===== config.mk =====
export PLATFORM = sky130hd
export DESIGN_NAME = decode_stage
export DESIGN_NICKNAME = d
export VERILOG_FILES = /design/src/rtl/decode_pkg.sv /design/src/rtl/decode_comb.sv /design/src/rtl/decode_stage.sv
export SDC_FILE = /design/constraint.sdc
export NUM_CORES = 1
export LEC_CHECK = 0
export ABC_AREA = 1
export ABC_CLOCK_PERIOD_IN_PS = 4710
export CORE_ASPECT_RATIO = 0.6
export CORE_MARGIN = 2
export CORE_UTILIZATION = 35
export DETAILED_ROUTE_END_ITERATION = 10
export GPL_ROUTABILITY_DRIVEN = 0
export HOLD_SLACK_MARGIN = 0.03
export PLACE_DENSITY_LB_ADDON = 0.05
export SLEW_MARGIN = 10
export SYNTH_ARGS = -nofsm -noshare
export SYNTH_HDL_FRONTEND = slang
export SYNTH_SLANG_ARGS = --single-unit
export TNS_END_PERCENT = 100

===== constraint.sdc =====
create_clock -name clk -period 4.71 [get_ports clk]
set_clock_uncertainty 0.2 [all_clocks]
set_input_delay 0.942 -clock clk [delete_from_list [all_inputs] [get_ports clk]]
set_output_delay 0.942 -clock clk [all_outputs]
set_load 0.01 [all_outputs]

===== src/rtl/decode_pkg.sv =====
// Shared LEGv8 decode definitions: opcode patterns, ALUOp codes and the
// packed control word carried from the decoder into the output register.
package decode_pkg;

    localparam logic [5:0]  OP_B     = 6'b000101;
    localparam logic [5:0]  OP_BL    = 6'b100101;
    localparam logic [7:0]  CB_MATCH = 8'b10110100;
    localparam logic [7:0]  CB_MASK  = 8'b11111110;
    localparam logic [10:0] OP_LDUR  = 11'b11111000010;
    localparam logic [10:0] OP_STUR  = 11'b11111000000;
    localparam logic [10:0] OP_ADD   = 11'b10001011000;
    localparam logic [10:0] OP_SUB   = 11'b11001011000;
    localparam logic [10:0] OP_AND   = 11'b10001010000;
    localparam logic [10:0] OP_ORR   = 11'b10101010000;
    localparam logic [9:0]  OP_ADDI  = 10'b1001000100;
    localparam logic [9:0]  OP_SUBI  = 10'b1101000100;
    localparam logic [9:0]  OP_ANDI  = 10'b1001001000;
    localparam logic [9:0]  OP_ORRI  = 10'b1011001000;
    localparam logic [8:0]  OP_MOVK  = 9'b111100101;

    localparam logic [1:0]  ALU_ADD   = 2'b00;
    localparam logic [1:0]  ALU_PASSB = 2'b01;
    localparam logic [1:0]  ALU_FUNCT = 2'b10;

    localparam logic [4:0]  XZR_IDX = 5'd31;
    localparam logic [4:0]  LR_IDX  = 5'd30;

    typedef struct packed {
        logic       reg2loc;
        logic       uncondbranch;
        logic       branch;
        logic       memread;
        logic       memtoreg;
        logic       memwrite;
        logic       alusrc;
        logic       regwrite;
        logic [1:0] aluop;
        logic       link;
        logic       illegal;
    } ctrl_t;

    localparam int CTRL_W = $bits(ctrl_t);

endpackage


===== src/rtl/decode_comb.sv =====
// Combinational LEGv8 decoder: instruction to control word, register indices,
// extended immediate and source-usage flags for the load-use interlock.
module decode_comb
    import decode_pkg::*;
#(
    parameter int DATA_W = 64,
    parameter int REG_W  = 5
) (
    input  logic [31:0]       instruction,
    output logic [CTRL_W-1:0] ctrl,
    output logic [REG_W-1:0]  register1,
    output logic [REG_W-1:0]  register2,
    output logic [REG_W-1:0]  writeRegister,
    output logic [DATA_W-1:0] immediate,
    output logic              use1,
    output logic              use2
);

    ctrl_t       c;
    logic [10:0] op11;

    assign op11 = instruction[31:21];
    assign ctrl = c;

    always_comb begin
        c             = '0;
        register1     = '0;
        register2     = '0;
        writeRegister = '0;
        immediate     = '0;
        use1          = 1'b0;
        use2          = 1'b0;
        if (instruction[31:26] == OP_B || instruction[31:26] == OP_BL) begin
            c.uncondbranch = 1'b1;
            immediate      = DATA_W'($signed(instruction[25:0]));
            if (instruction[31:26] == OP_BL) begin
                c.regwrite    = 1'b1;
                c.link        = 1'b1;
                writeRegister = REG_W'(LR_IDX);
            end
        end else if ((instruction[31:24] & CB_MASK) == CB_MATCH) begin
            c.reg2loc = 1'b1;
            c.branch  = 1'b1;
            c.aluop   = ALU_PASSB;
            immediate = DATA_W'($signed(instruction[23:5]));
            register2 = REG_W'(instruction[4:0]);
            use2      = 1'b1;
        end else if (op11 == OP_LDUR || op11 == OP_STUR) begin
            c.alusrc  = 1'b1;
            c.aluop   = ALU_ADD;
            immediate = DATA_W'($signed(instruction[20:12]));
            register1 = REG_W'(instruction[9:5]);
            use1      = 1'b1;
            if (op11 == OP_LDUR) begin
                c.memread     = 1'b1;
                c.memtoreg    = 1'b1;
                c.regwrite    = 1'b1;
                writeRegister = REG_W'(instruction[4:0]);
            end else begin
                // the store data register is routed through register2
                c.memwrite = 1'b1;
                c.reg2loc  = 1'b1;
                register2  = REG_W'(instruction[4:0]);
                use2       = 1'b1;
            end
        end else if (op11 inside {OP_ADD, OP_SUB, OP_AND, OP_ORR}) begin
            c.regwrite    = 1'b1;
            c.aluop       = ALU_FUNCT;
            register1     = REG_W'(instruction[9:5]);
            register2     = REG_W'(instruction[20:16]);
            writeRegister = REG_W'(instruction[4:0]);
            use1          = 1'b1;
            use2          = 1'b1;
        end else if (instruction[31:22] inside {OP_ADDI, OP_SUBI, OP_ANDI, OP_ORRI}) begin
            c.alusrc      = 1'b1;
            c.regwrite    = 1'b1;
            c.aluop       = ALU_FUNCT;
            immediate     = DATA_W'(instruction[21:10]);
            register1     = REG_W'(instruction[9:5]);
            writeRegister = REG_W'(instruction[4:0]);
            use1          = 1'b1;
        end else if (instruction[31:23] == OP_MOVK) begin
            // MOVK merges into Rd, so Rd is also its source operand
            c.memtoreg    = 1'b1;
            c.regwrite    = 1'b1;
            immediate     = DATA_W'(instruction[20:5]) << {instruction[22:21], 4'b0000};
            register1     = REG_W'(instruction[4:0]);
            writeRegister = REG_W'(instruction[4:0]);
            use1          = 1'b1;
        end else begin
            c.illegal = 1'b1;
        end
    end

endmodule


===== src/rtl/decode_stage.sv =====
// Registered LEGv8 decode stage: valid/ready handshake, output register,
// one-bubble load-use interlock and saturating stall/illegal counters.
module decode_stage
    import decode_pkg::*;
#(
    parameter int DATA_W = 64,
    parameter int REG_W  = 5,
    parameter int CNT_W  = 16
) (
    input  logic              clk,
    input  logic              reset,
    input  logic              in_valid,
    output logic              in_ready,
    input  logic [31:0]       instruction,
    output logic              out_valid,
    input  logic              out_ready,
    output logic [REG_W-1:0]  register1,
    output logic [REG_W-1:0]  register2,
    output logic [REG_W-1:0]  writeRegister,
    output logic [DATA_W-1:0] immediate,
    output logic              Reg2Loc,
    output logic              Uncondbranch,
    output logic              Branch,
    output logic              MemRead,
    output logic              MemtoReg,
    output logic              MemWrite,
    output logic              ALUSrc,
    output logic              RegWrite,
    output logic [1:0]        ALUOp,
    output logic              Link,
    output logic              illegal,
    output logic [CNT_W-1:0]  stall_count,
    output logic [CNT_W-1:0]  illegal_count
);

    ctrl_t             dec_c;
    ctrl_t             q_c;
    logic [REG_W-1:0]  dec_r1, dec_r2, dec_wr;
    logic [DATA_W-1:0] dec_imm;
    logic              dec_use1, dec_use2;
    logic              hazard, accept;

    decode_comb #(
        .DATA_W (DATA_W),
        .REG_W  (REG_W)
    ) u_dec (
        .instruction   (instruction),
        .ctrl          (dec_c),
        .register1     (dec_r1),
        .register2     (dec_r2),
        .writeRegister (dec_wr),
        .immediate     (dec_imm),
        .use1          (dec_use1),
        .use2          (dec_use2)
    );

    // A held load to a real register blocks any reader of that register until
    // the load has left; writes to XZR never create a dependency.
    assign hazard = out_valid && q_c.memread && (writeRegister != REG_W'(XZR_IDX)) &&
                    ((dec_use1 && dec_r1 == writeRegister) ||
                     (dec_use2 && dec_r2 == writeRegister));
    assign in_ready = (!out_valid || out_ready) && !hazard;
    assign accept   = in_valid && in_ready;

    always_ff @(posedge clk) begin
        if (reset) begin
            out_valid     <= 1'b0;
            q_c           <= '0;
            register1     <= '0;
            register2     <= '0;
            writeRegister <= '0;
            immediate     <= '0;
            stall_count   <= '0;
            illegal_count <= '0;
        end else begin
            if (accept) begin
                out_valid     <= 1'b1;
                q_c           <= dec_c;
                register1     <= dec_r1;
                register2     <= dec_r2;
                writeRegister <= dec_wr;
                immediate     <= dec_imm;
            end else if (out_ready) begin
                out_valid <= 1'b0;
            end
            if (hazard && in_valid && stall_count != '1)
                stall_count <= stall_count + CNT_W'(1);
            if (accept && dec_c.illegal && illegal_count != '1)
                illegal_count <= illegal_count + CNT_W'(1);
        end
    end

    assign Reg2Loc      = q_c.reg2loc;
    assign Uncondbranch = q_c.uncondbranch;
    assign Branch       = q_c.branch;
    assign MemRead      = q_c.memread;
    assign MemtoReg     = q_c.memtoreg;
    assign MemWrite     = q_c.memwrite;
    assign ALUSrc       = q_c.alusrc;
    assign RegWrite     = q_c.regwrite;
    assign ALUOp        = q_c.aluop;
    assign Link         = q_c.link;
    assign illegal      = q_c.illegal;

endmodule

==> impl_metrics.env, run 1 <==
export IMPL_finalHoldViolCount=0
export IMPL_cts_root_buf="clkbuf_16"
export IMPL_fin_crit_sh=0.893
export IMPL_drtAntennaViolNets=0
export IMPL_drtPass1Iterations=7
export IMPL_vias_per_cell=5.41
export IMPL_die_y_microns=115
export IMPL_clock_path_buffers=2
export IMPL_drtIter0Drc=913
export IMPL_syn_area_sq_um=7200
export IMPL_rows=40
export IMPL_wirelength_microns=29000
export IMPL_ys_async_sr_fraction=0
export IMPL_grt_pass1_vias=7409
export IMPL_setup_slack_ns=0.505
export IMPL_whs_ns=0.255
export IMPL_synth_edf_count=0
export IMPL_peakVddDrop_v=0.000228
export IMPL_p_leak_nw=3.99
export IMPL_powerDensity_nw_per_um2=282
export IMPL_clkTransAtPathRegs_ns=0.06
export IMPL_ys_ff_latch=123
export IMPL_nNetsFinal=1319
export IMPL_cts_sinks=123
export IMPL_synth_net_count=1145
export IMPL_area_growth_pct=40.4
export IMPL_critPathCaptureType="primary output"
export IMPL_setup_viol=0
export IMPL_placed_area_sq_um=9320
export IMPL_synth_common_cells="279 x nand2_1, 123 x dfxtp_1, 118 x a21oi_1"
export IMPL_coreArea_sq_um=20100
export IMPL_cts_max_level=4
export IMPL_post_synth_top_area_cell="dfxtp_1"
export IMPL_rsz0062_at_grt="no"
export IMPL_instances_no_fill=1567
export IMPL_cts_tree="done"
export IMPL_synth_main_ff_cell="dfxtp_1"
export IMPL_ios=161
export IMPL_yosysMostFrequentCell="nand2_1"
export IMPL_design_area_sq_um=10100
export IMPL_max_cap_violations=0
export IMPL_grt_antenna_before_repair=0
export IMPL_start_util=0.359
export IMPL_grt_start_max_net_pins=93
export IMPL_fin_setup_tns_ns=0
export IMPL_crit_fanout=9
export IMPL_post_route_drc_count=0
export IMPL_period_needed_ns=4.21
export IMPL_clock_fmax_mhz=238
export IMPL_cts_hold_buffers=0
export IMPL_grt_first_pass_wirelength_microns=44200
export IMPL_tightest_slew_ns=1.03
export IMPL_cts_inserted_buffers=17
export IMPL_cp_data_required_time_ns=3.57
export IMPL_die_area_sq_um=21800
export IMPL_wire_per_inst_microns=18.5
export IMPL_worstSetupPathType="input pin to primary output"
export IMPL_drive_above_1_share=0.101
export IMPL_overflow=0
export IMPL_dp_slack_ns=-0.0200
export IMPL_vias=8484
export IMPL_port_buffers=160
export IMPL_diodes=0
export IMPL_slew_headroom=0.311
export IMPL_fill_cells=2040
export IMPL_synth_area_per_cell_sq_um=6.50
export IMPL_synth_cells=1107
export IMPL_drv_slew=0
export IMPL_ys_types=43
export IMPL_placed_cells=1530
export IMPL_synth_warnings=0
export IMPL_grt_use_total=0.266
export IMPL_die_x_microns=189
export IMPL_whs_path_depth=2
export IMPL_startpoint_type="input pin"
export IMPL_outcome="finished clean"
export IMPL_clk_latency_ns=0.43
export IMPL_min_path_type="flip-flop to flip-flop"
export IMPL_yosysSeqAreaShare=0.342
export IMPL_crit_arrival_ns=3.06
export IMPL_dp_hpwl_microns=21300
export IMPL_synthTopCellsByArea="dfxtp_1 34%, nand2_1 15%, a21oi_1 8.2%"
export IMPL_r2r_cells=8
export IMPL_synth_top_cell_area_share=0.342
layer usage:
metal  track usage  vias to the layer above  wire, microns
met5             0                        -              0
met2         0.306                      428           9900
li1              -                     4146              -
met4        0.0729                        0            517
met3        0.0757                       50           2960
met1         0.443                     3860          15600
power by group:
group	switching, W	internal (W)	leakage [nW]
Sequential	0.0000145	0.00106	0.996
Clock	0.000496	0.000966	0.317
Combinational	0.000196	0.000115	2.67
cell families (layout without fill, tap and decap cells):
kind of cell / count (synthesis) / after routing / share of synthesized area
AOI/OAI and AO/OA: 224 / 224 / 0.174
xor gates and xnor gates: 22 / 22 / 0.0278
adders and majority gates: 2 / 2 / 0.00348
buffers and inverters: 163 / 350 / 0.0916
DFF: 123 / 123 / 0.342
and+or+nand+nor: 573 / 573 / 0.361
placed cells by master, fill, tap and decap left out, types with 7 or more instances in the layout:
master / count
a21oi_1: 118
a221oi_1: 7
a31oi_1: 8
buf_4: 64
clkbuf_16: 17
clkdlybuf4s50_1: 148
dfxtp_1: 123
dlymetal6s2s_1: 11
inv_1: 84
nand2_1: 276
nand3_1: 80
nand4_1: 81
nor2_1: 76
nor3_1: 25
nor4_1: 8
o211ai_1: 7
o21ai_0: 56
xnor2_1: 8
xor2_1: 12
flip-flops by register name, indices dropped and copies added (netlist names), 2 cells and up:
name and count:
immediate 64, writeRegister 5, ALUOp 2, register1 5
stall_count 16, illegal_count 16, register2 5
worst max-delay path, stage by stage:
cell and delay [ns]:
clkdlybuf4s50_1 0.54, nor2_2 0.08, nand2_1 0.12, nor2_4 0.06, nor2_4 0.19, nand3_4 0.15, nand2_1 0.10, nand2_1 0.11
xor2_2 0.17, nor2_1 0.11, nand2_1 0.05, nand2_1 0.09, nand2_2 0.06, nand2_1 0.09, inv_1 0.04, dlymetal6s2s_1 0.16
per-stage QoR:
step | util | power, W
2_1_floorplan | - | 0.00124
3_3_place_gp | 0.464 | 0.00140
3_5_place_dp | 0.464 | 0.00139
4_1_cts | 0.497 | 0.00286
5_1_grt | 0.504 | 0.00295
6_report | 0.504 | 0.00285
area by class of cell:
| type | count | area, sq um | area share |
|---|---|---|---|
| inverters | 91 | 342 | 0.0338 |
| multi-input cells | 821 | 4150 | 0.410 |
| clock buffers | 21 | 460 | 0.0456 |
| well taps | 273 | 342 | 0.0338 |
| repair buffers | 227 | 2160 | 0.214 |
| flip-flops and latches | 123 | 2460 | 0.244 |
| clock inverters | 11 | 190 | 0.0188 |
what timing repair did:
item / CTS / global route
pin swaps: 0 / 6
endpoints found under the setup margin: 1 / 1
hold endpoints to repair: 0 / 0
gates resized for setup: 2 / 27
gates cloned: 0 / 0
setup buffers: 0 / 5
path summary, 6_finish.rpt:
| path | start | end | slack, ns |
|---|---|---|---|
| setup / recovery | instruction[22] | in_ready | 0.50 |
| setup reg to reg | illegal_count[0] | illegal_count[10] | 1.87 |
| hold reg to reg | Reg2Loc | Reg2Loc | 0.26 |
| hold / removal | Reg2Loc | Reg2Loc | 0.26 |
(Power assumes the default switching activity.)
==> inputs of run 2 (changes only) <==
PLACE_DENSITY_LB_ADDON = unset   (was 0.05)
==> impl_metrics.env, run 2 (synthesized netlist as in run 1, its figures left out) <==
export IMPL_die_y_microns=115
export IMPL_diodes=0
export IMPL_fin_crit_sh=0.896
export IMPL_startpoint_type="input pin"
export IMPL_setup_viol=0
export IMPL_period_needed_ns=4.22
export IMPL_cts_inserted_buffers=17
export IMPL_start_util=0.359
export IMPL_setup_slack_ns=0.488
export IMPL_port_buffers=160
export IMPL_startpoint="instruction[22]"
export IMPL_largest_register_ffs=64
export IMPL_clock_fmax_mhz=237
export IMPL_grt_first_pass_wirelength_microns=44200
export IMPL_cts_sinks=123
export IMPL_clock_path_buffers=2
export IMPL_critPathSlowestCell="clkdlybuf4s50_1"
export IMPL_powerDensity_nw_per_um2=262
export IMPL_drv_slew=0
export IMPL_finalHoldViolCount=0
export IMPL_route_met2_wl_microns=9880
export IMPL_rows=40
export IMPL_p_leak_nw=3.90
export IMPL_fill_cells=2055
export IMPL_multiInputGateArea_sq_um=4160
export IMPL_instances_no_fill=1563
export IMPL_vias=8515
export IMPL_clkTransAtPathRegs_ns=0.05
export IMPL_max_stage_delay_ns=0.47
export IMPL_placed_area_sq_um=9340
export IMPL_grt_pass1_vias=7497
export IMPL_worstSetupPathType="input pin to primary output"
export IMPL_min_path_type="flip-flop to flip-flop"
export IMPL_die_area_sq_um=21800
export IMPL_crit_fanout=5
export IMPL_cts_root_buf="clkbuf_16"
export IMPL_wire_per_inst_microns=18.2
export IMPL_dp_hpwl_microns=20800
export IMPL_most_common_layout_cells="276 x nand2_1, 148 x clkdlybuf4s50_1, 123 x dfxtp_1"
export IMPL_slew_headroom=0.310
export IMPL_p_total_w=0.00262
export IMPL_drive_above_1_share=0.101
export IMPL_ios=161
export IMPL_crit_arrival_ns=3.08
export IMPL_nNetsFinal=1317
export IMPL_crit_chain="clkdlybuf4s50_1 > nor2_2 > nand3_1 > nand2_1 > nand2_4 > inv_2 > nand2_1 > nand2_1 > xor2_2 > nor2_1 > nand3_1 > nand2_1 > nand2_2 > nand2_1 > inv_1 > dlymetal6s2s_1"
export IMPL_clk_latency_ns=0.42
export IMPL_drtAntennaViolNets=0
export IMPL_grt_use_total=0.263
export IMPL_layout_commonest_cell="nand2_1"
export IMPL_met3_length_microns=3400
export IMPL_m1WireLength_microns=14800
export IMPL_die_x_microns=189
export IMPL_r2r_start="writeRegister[1]"
export IMPL_cts_hold_buffers=0
export IMPL_area_growth_pct=38.7
export IMPL_dp_slack_ns=-0.109
export IMPL_cts_max_level=4
export IMPL_top_layer="met4"
export IMPL_grt_start_max_net_pins=103
export IMPL_critPathCaptureType="primary output"
export IMPL_peakVddDrop_v=0.000240
export IMPL_drtPass1Iterations=5
export IMPL_hp_start="immediate[25]"
export IMPL_placed_cells=1532
export IMPL_outcome="finished clean"
export IMPL_coreArea_sq_um=20100
export IMPL_largest_register="immediate"
export IMPL_cp_data_required_time_ns=3.57
export IMPL_design_area_sq_um=9980
export IMPL_fin_util=0.497
export IMPL_cts_tree="done"
export IMPL_drtIter0Drc=1150
export IMPL_reg_top3="immediate: 64 flops, illegal_count: 16 flops, stall_count: 16 flops"
export IMPL_post_route_drc_count=0
export IMPL_tightest_slew_ns=1.04
export IMPL_crit_top_cell="nand2_1"
export IMPL_overflow=0
export IMPL_wirelength_microns=28400
export IMPL_cp_num_buf_inv=4
export IMPL_vias_per_cell=5.45
export IMPL_register_area_sq_um=2460
export IMPL_grt_antenna_before_repair=0
export IMPL_crit_family="simple AND/OR/NAND/NOR gates"
export IMPL_rsz0062_at_grt="no"
export IMPL_max_cap_violations=0
-- run 2: through the flow --
step	TNS, ns	hold slack [ns]
global placement	-0.0508	0.238
detailed placement	-0.109	0.255
CTS	0	0.263
global route	0	0.281
floorplan	0	0.268
finish	0	0.262
-- run 2: final cells by class --
class / count / share of cell area
Clock inverter: 11 / 0.00990
Inverter: 91 / 0.0342
Timing Repair Buffer: 225 / 0.214
Tap cell: 273 / 0.0342
Sequential cell: 123 / 0.247
Multi-Input combinational cell: 821 / 0.416
Clock buffer: 19 / 0.0444
-- run 2: where the power goes --
part           switching, W  internal [W]
registers         0.0000145       0.00106
logic              0.000196      0.000111
clock network      0.000504      0.000731
-- run 2: final timing paths --
check,slack (ns),end,cells after the start
setup / recovery,0.49,in_ready,16
hold / removal,0.26,immediate[25],2
setup reg to reg,2.00,Reg2Loc,10
hold reg to reg,0.26,immediate[25],2
-- run 2: routing by layer --
metal  vias up  track usage
li1       4128            -
met1      3897        0.428
met2       458        0.312
met3        32       0.0858
met4         0       0.0646
met5         -            0
-- run 2: tightest hold or removal path, cell delays in order (launching register included) --
cell and delay, ns:
dfxtp_1 0.30, nand2_1 0.06, a21oi_1 0.05
-- run 2: repair_timing --
item / 4_1_cts / 5_1_grt
endpoints found under the setup margin: 1 / 1
gates resized for setup: 7 / 24
setup buffers: 0 / 1
pin swaps: 0 / 4
==> inputs of run 3 (changes only) <==
CTS_BUF_LIST = sky130_fd_sc_hd__clkbuf_2 sky130_fd_sc_hd__clkbuf_4 sky130_fd_sc_hd__clkbuf_8   (was unset)
==> impl_metrics.env, run 3 (synthesized netlist as in run 1, its figures left out) <==
export IMPL_port_buffers=160
export IMPL_wire_per_inst_microns=18.2
export IMPL_clkTransAtPathRegs_ns=0.06
export IMPL_crit_path_end="in_ready"
export IMPL_clock_fmax_mhz=237
export IMPL_fin_crit_sh=0.896
export IMPL_max_cap_violations=0
export IMPL_pwr_share_seq=0.475
export IMPL_internal_power_w=0.00160
export IMPL_startpoint_type="input pin"
export IMPL_coreArea_sq_um=20100
export IMPL_overflow=0
export IMPL_grt_pass1_vias=7531
export IMPL_area_growth_pct=36.1
export IMPL_rows=40
export IMPL_startpoint="instruction[22]"
export IMPL_crit_arrival_ns=3.08
export IMPL_drtPass1Iterations=6
export IMPL_post_route_drc_count=0
export IMPL_grt_start_max_net_pins=103
export IMPL_setup_viol=0
export IMPL_rrSetupSlack_ns=1.97
export IMPL_peakVddDrop_v=0.000147
export IMPL_tightest_slew_ns=1.04
export IMPL_finalHoldViolCount=0
export IMPL_fin_util=0.488
export IMPL_grt_use_total=0.262
export IMPL_drtAntennaViolNets=0
export IMPL_critPathCaptureType="primary output"
export IMPL_drv_slew=0
export IMPL_p_leak_nw=3.82
export IMPL_hp_start="immediate[25]"
export IMPL_most_common_layout_cells="276 x nand2_1, 148 x clkdlybuf4s50_1, 123 x dfxtp_1"
export IMPL_rr_endpoint="Reg2Loc"
export IMPL_drtIter0Drc=937
export IMPL_cp_data_required_time_ns=3.57
export IMPL_wirelength_microns=28400
export IMPL_die_area_sq_um=21800
export IMPL_cts_tree="done"
export IMPL_largest_register_ffs=64
export IMPL_r2r_cells=9
export IMPL_dp_hpwl_microns=20800
export IMPL_layout_commonest_cell="nand2_1"
export IMPL_period_needed_ns=4.22
export IMPL_vias_per_cell=5.48
export IMPL_cts_root_buf="clkbuf_8"
export IMPL_rsz0062_at_grt="no"
export IMPL_drive_above_1_share=0.102
export IMPL_whs_ns=0.263
export IMPL_ios=161
export IMPL_busiest_layer="met1"
export IMPL_cts_inserted_buffers=17
export IMPL_combinationalPowerShare=0.136
export IMPL_use_met2=0.311
export IMPL_start_util=0.359
export IMPL_clk_latency_ns=0.45
export IMPL_clkPwrFrac=0.389
export IMPL_globalRouteMet3Util=0.102
export IMPL_nNetsFinal=1317
export IMPL_p_switching_w=0.000660
export IMPL_die_y_microns=115
export IMPL_r2r_start="writeRegister[0]"
export IMPL_diodes=0
export IMPL_grt_first_pass_wirelength_microns=43900
export IMPL_swShare=0.292
export IMPL_crit_fanout=5
export IMPL_clock_path_buffers=2
export IMPL_grt_antenna_before_repair=0
export IMPL_cts_max_level=4
export IMPL_vias=8558
export IMPL_powerDensity_nw_per_um2=231
export IMPL_largest_register="immediate"
export IMPL_reg_top3="immediate: 64 flops, illegal_count: 16 flops, stall_count: 16 flops"
export IMPL_slew_headroom=0.305
export IMPL_grt_met1_usage=0.414
export IMPL_cts_sinks=123
export IMPL_outcome="finished clean"
export IMPL_fill_cells=2081
export IMPL_min_path_type="flip-flop to flip-flop"
export IMPL_worstSetupPathType="input pin to primary output"
export IMPL_die_x_microns=189
[run 3: worst min-delay path by stage]
stage	end	slack, ns	depth (start not counted)
finish	immediate[25]	0.26	2
global route	immediate[30]	0.28	2
CTS	immediate[25]	0.27	2
detailed placement	immediate[25]	0.25	2
global placement	Reg2Loc	0.24	2
floorplan	Reg2Loc	0.27	2
[run 3: area by class of cell]
| type | instances | area (sq um) | area share |
|---|---|---|---|
| tap | 273 | 342 | 0.0349 |
| inverter | 91 | 342 | 0.0349 |
| sequential | 123 | 2460 | 0.251 |
| multi-input combinational | 821 | 4160 | 0.424 |
| clock buffer | 19 | 255 | 0.0261 |
| timing repair buffer | 225 | 2140 | 0.218 |
| clock inverter | 11 | 98.8 | 0.0101 |
[run 3: per-layer routing]
metal	vias up	part of all wire	routed length [microns]
met4	0	0.010	294
met3	29	0.12	3510
met2	476	0.35	9920
li1	4127	-	-
met1	3926	0.52	14700
met5	-	0	0
[run 3: worst max-delay path, stage by stage]
cell             delay, ns
clkdlybuf4s50_1       0.47
nor2_2                0.19
nand3_1               0.10
nand2_1               0.12
nand2_4               0.10
inv_2                 0.11
nand2_1               0.05
nand2_1               0.15
xor2_2                0.10
nor2_1                0.13
nand3_1               0.12
nand2_1               0.15
nand2_2               0.06
nand2_1               0.08
inv_1                 0.04
dlymetal6s2s_1        0.16
[run 3: stage by stage]
step,TNS [ns],power (W),cells,setup WS [ns],cell area (sq um)
finish,0,0.00226,1563,0.490,9790
detailed placement,-0.109,0.00139,1532,-0.109,9340
CTS,0,0.00228,1562,0.0204,9700
global placement,-0.0508,0.00139,1532,-0.0508,9340
floorplan,0,0.00124,1107,1.08,7200
global route,0,0.00236,1563,0.270,9790
[run 3: power by group through the flow]
| stage | clock network [W] | logic [W] | registers [W] |
|---|---|---|---|
| 2_1_floorplan | 0 | 0.000137 | 0.00110 |
| 3_3_place_gp | 0 | 0.000296 | 0.00110 |
| 3_5_place_dp | 0 | 0.000296 | 0.00109 |
| 4_1_cts | 0.000910 | 0.000297 | 0.00107 |
| 5_1_grt | 0.000957 | 0.000329 | 0.00107 |
| 6_report | 0.000879 | 0.000307 | 0.00107 |
[run 3: repair_timing]
item,in CTS,in global routing
hold buffers,0,0
setup buffers,0,1
gates resized for setup,7,24
cloned,0,0
setup endpoints to repair,1,1
pin swaps,0,4
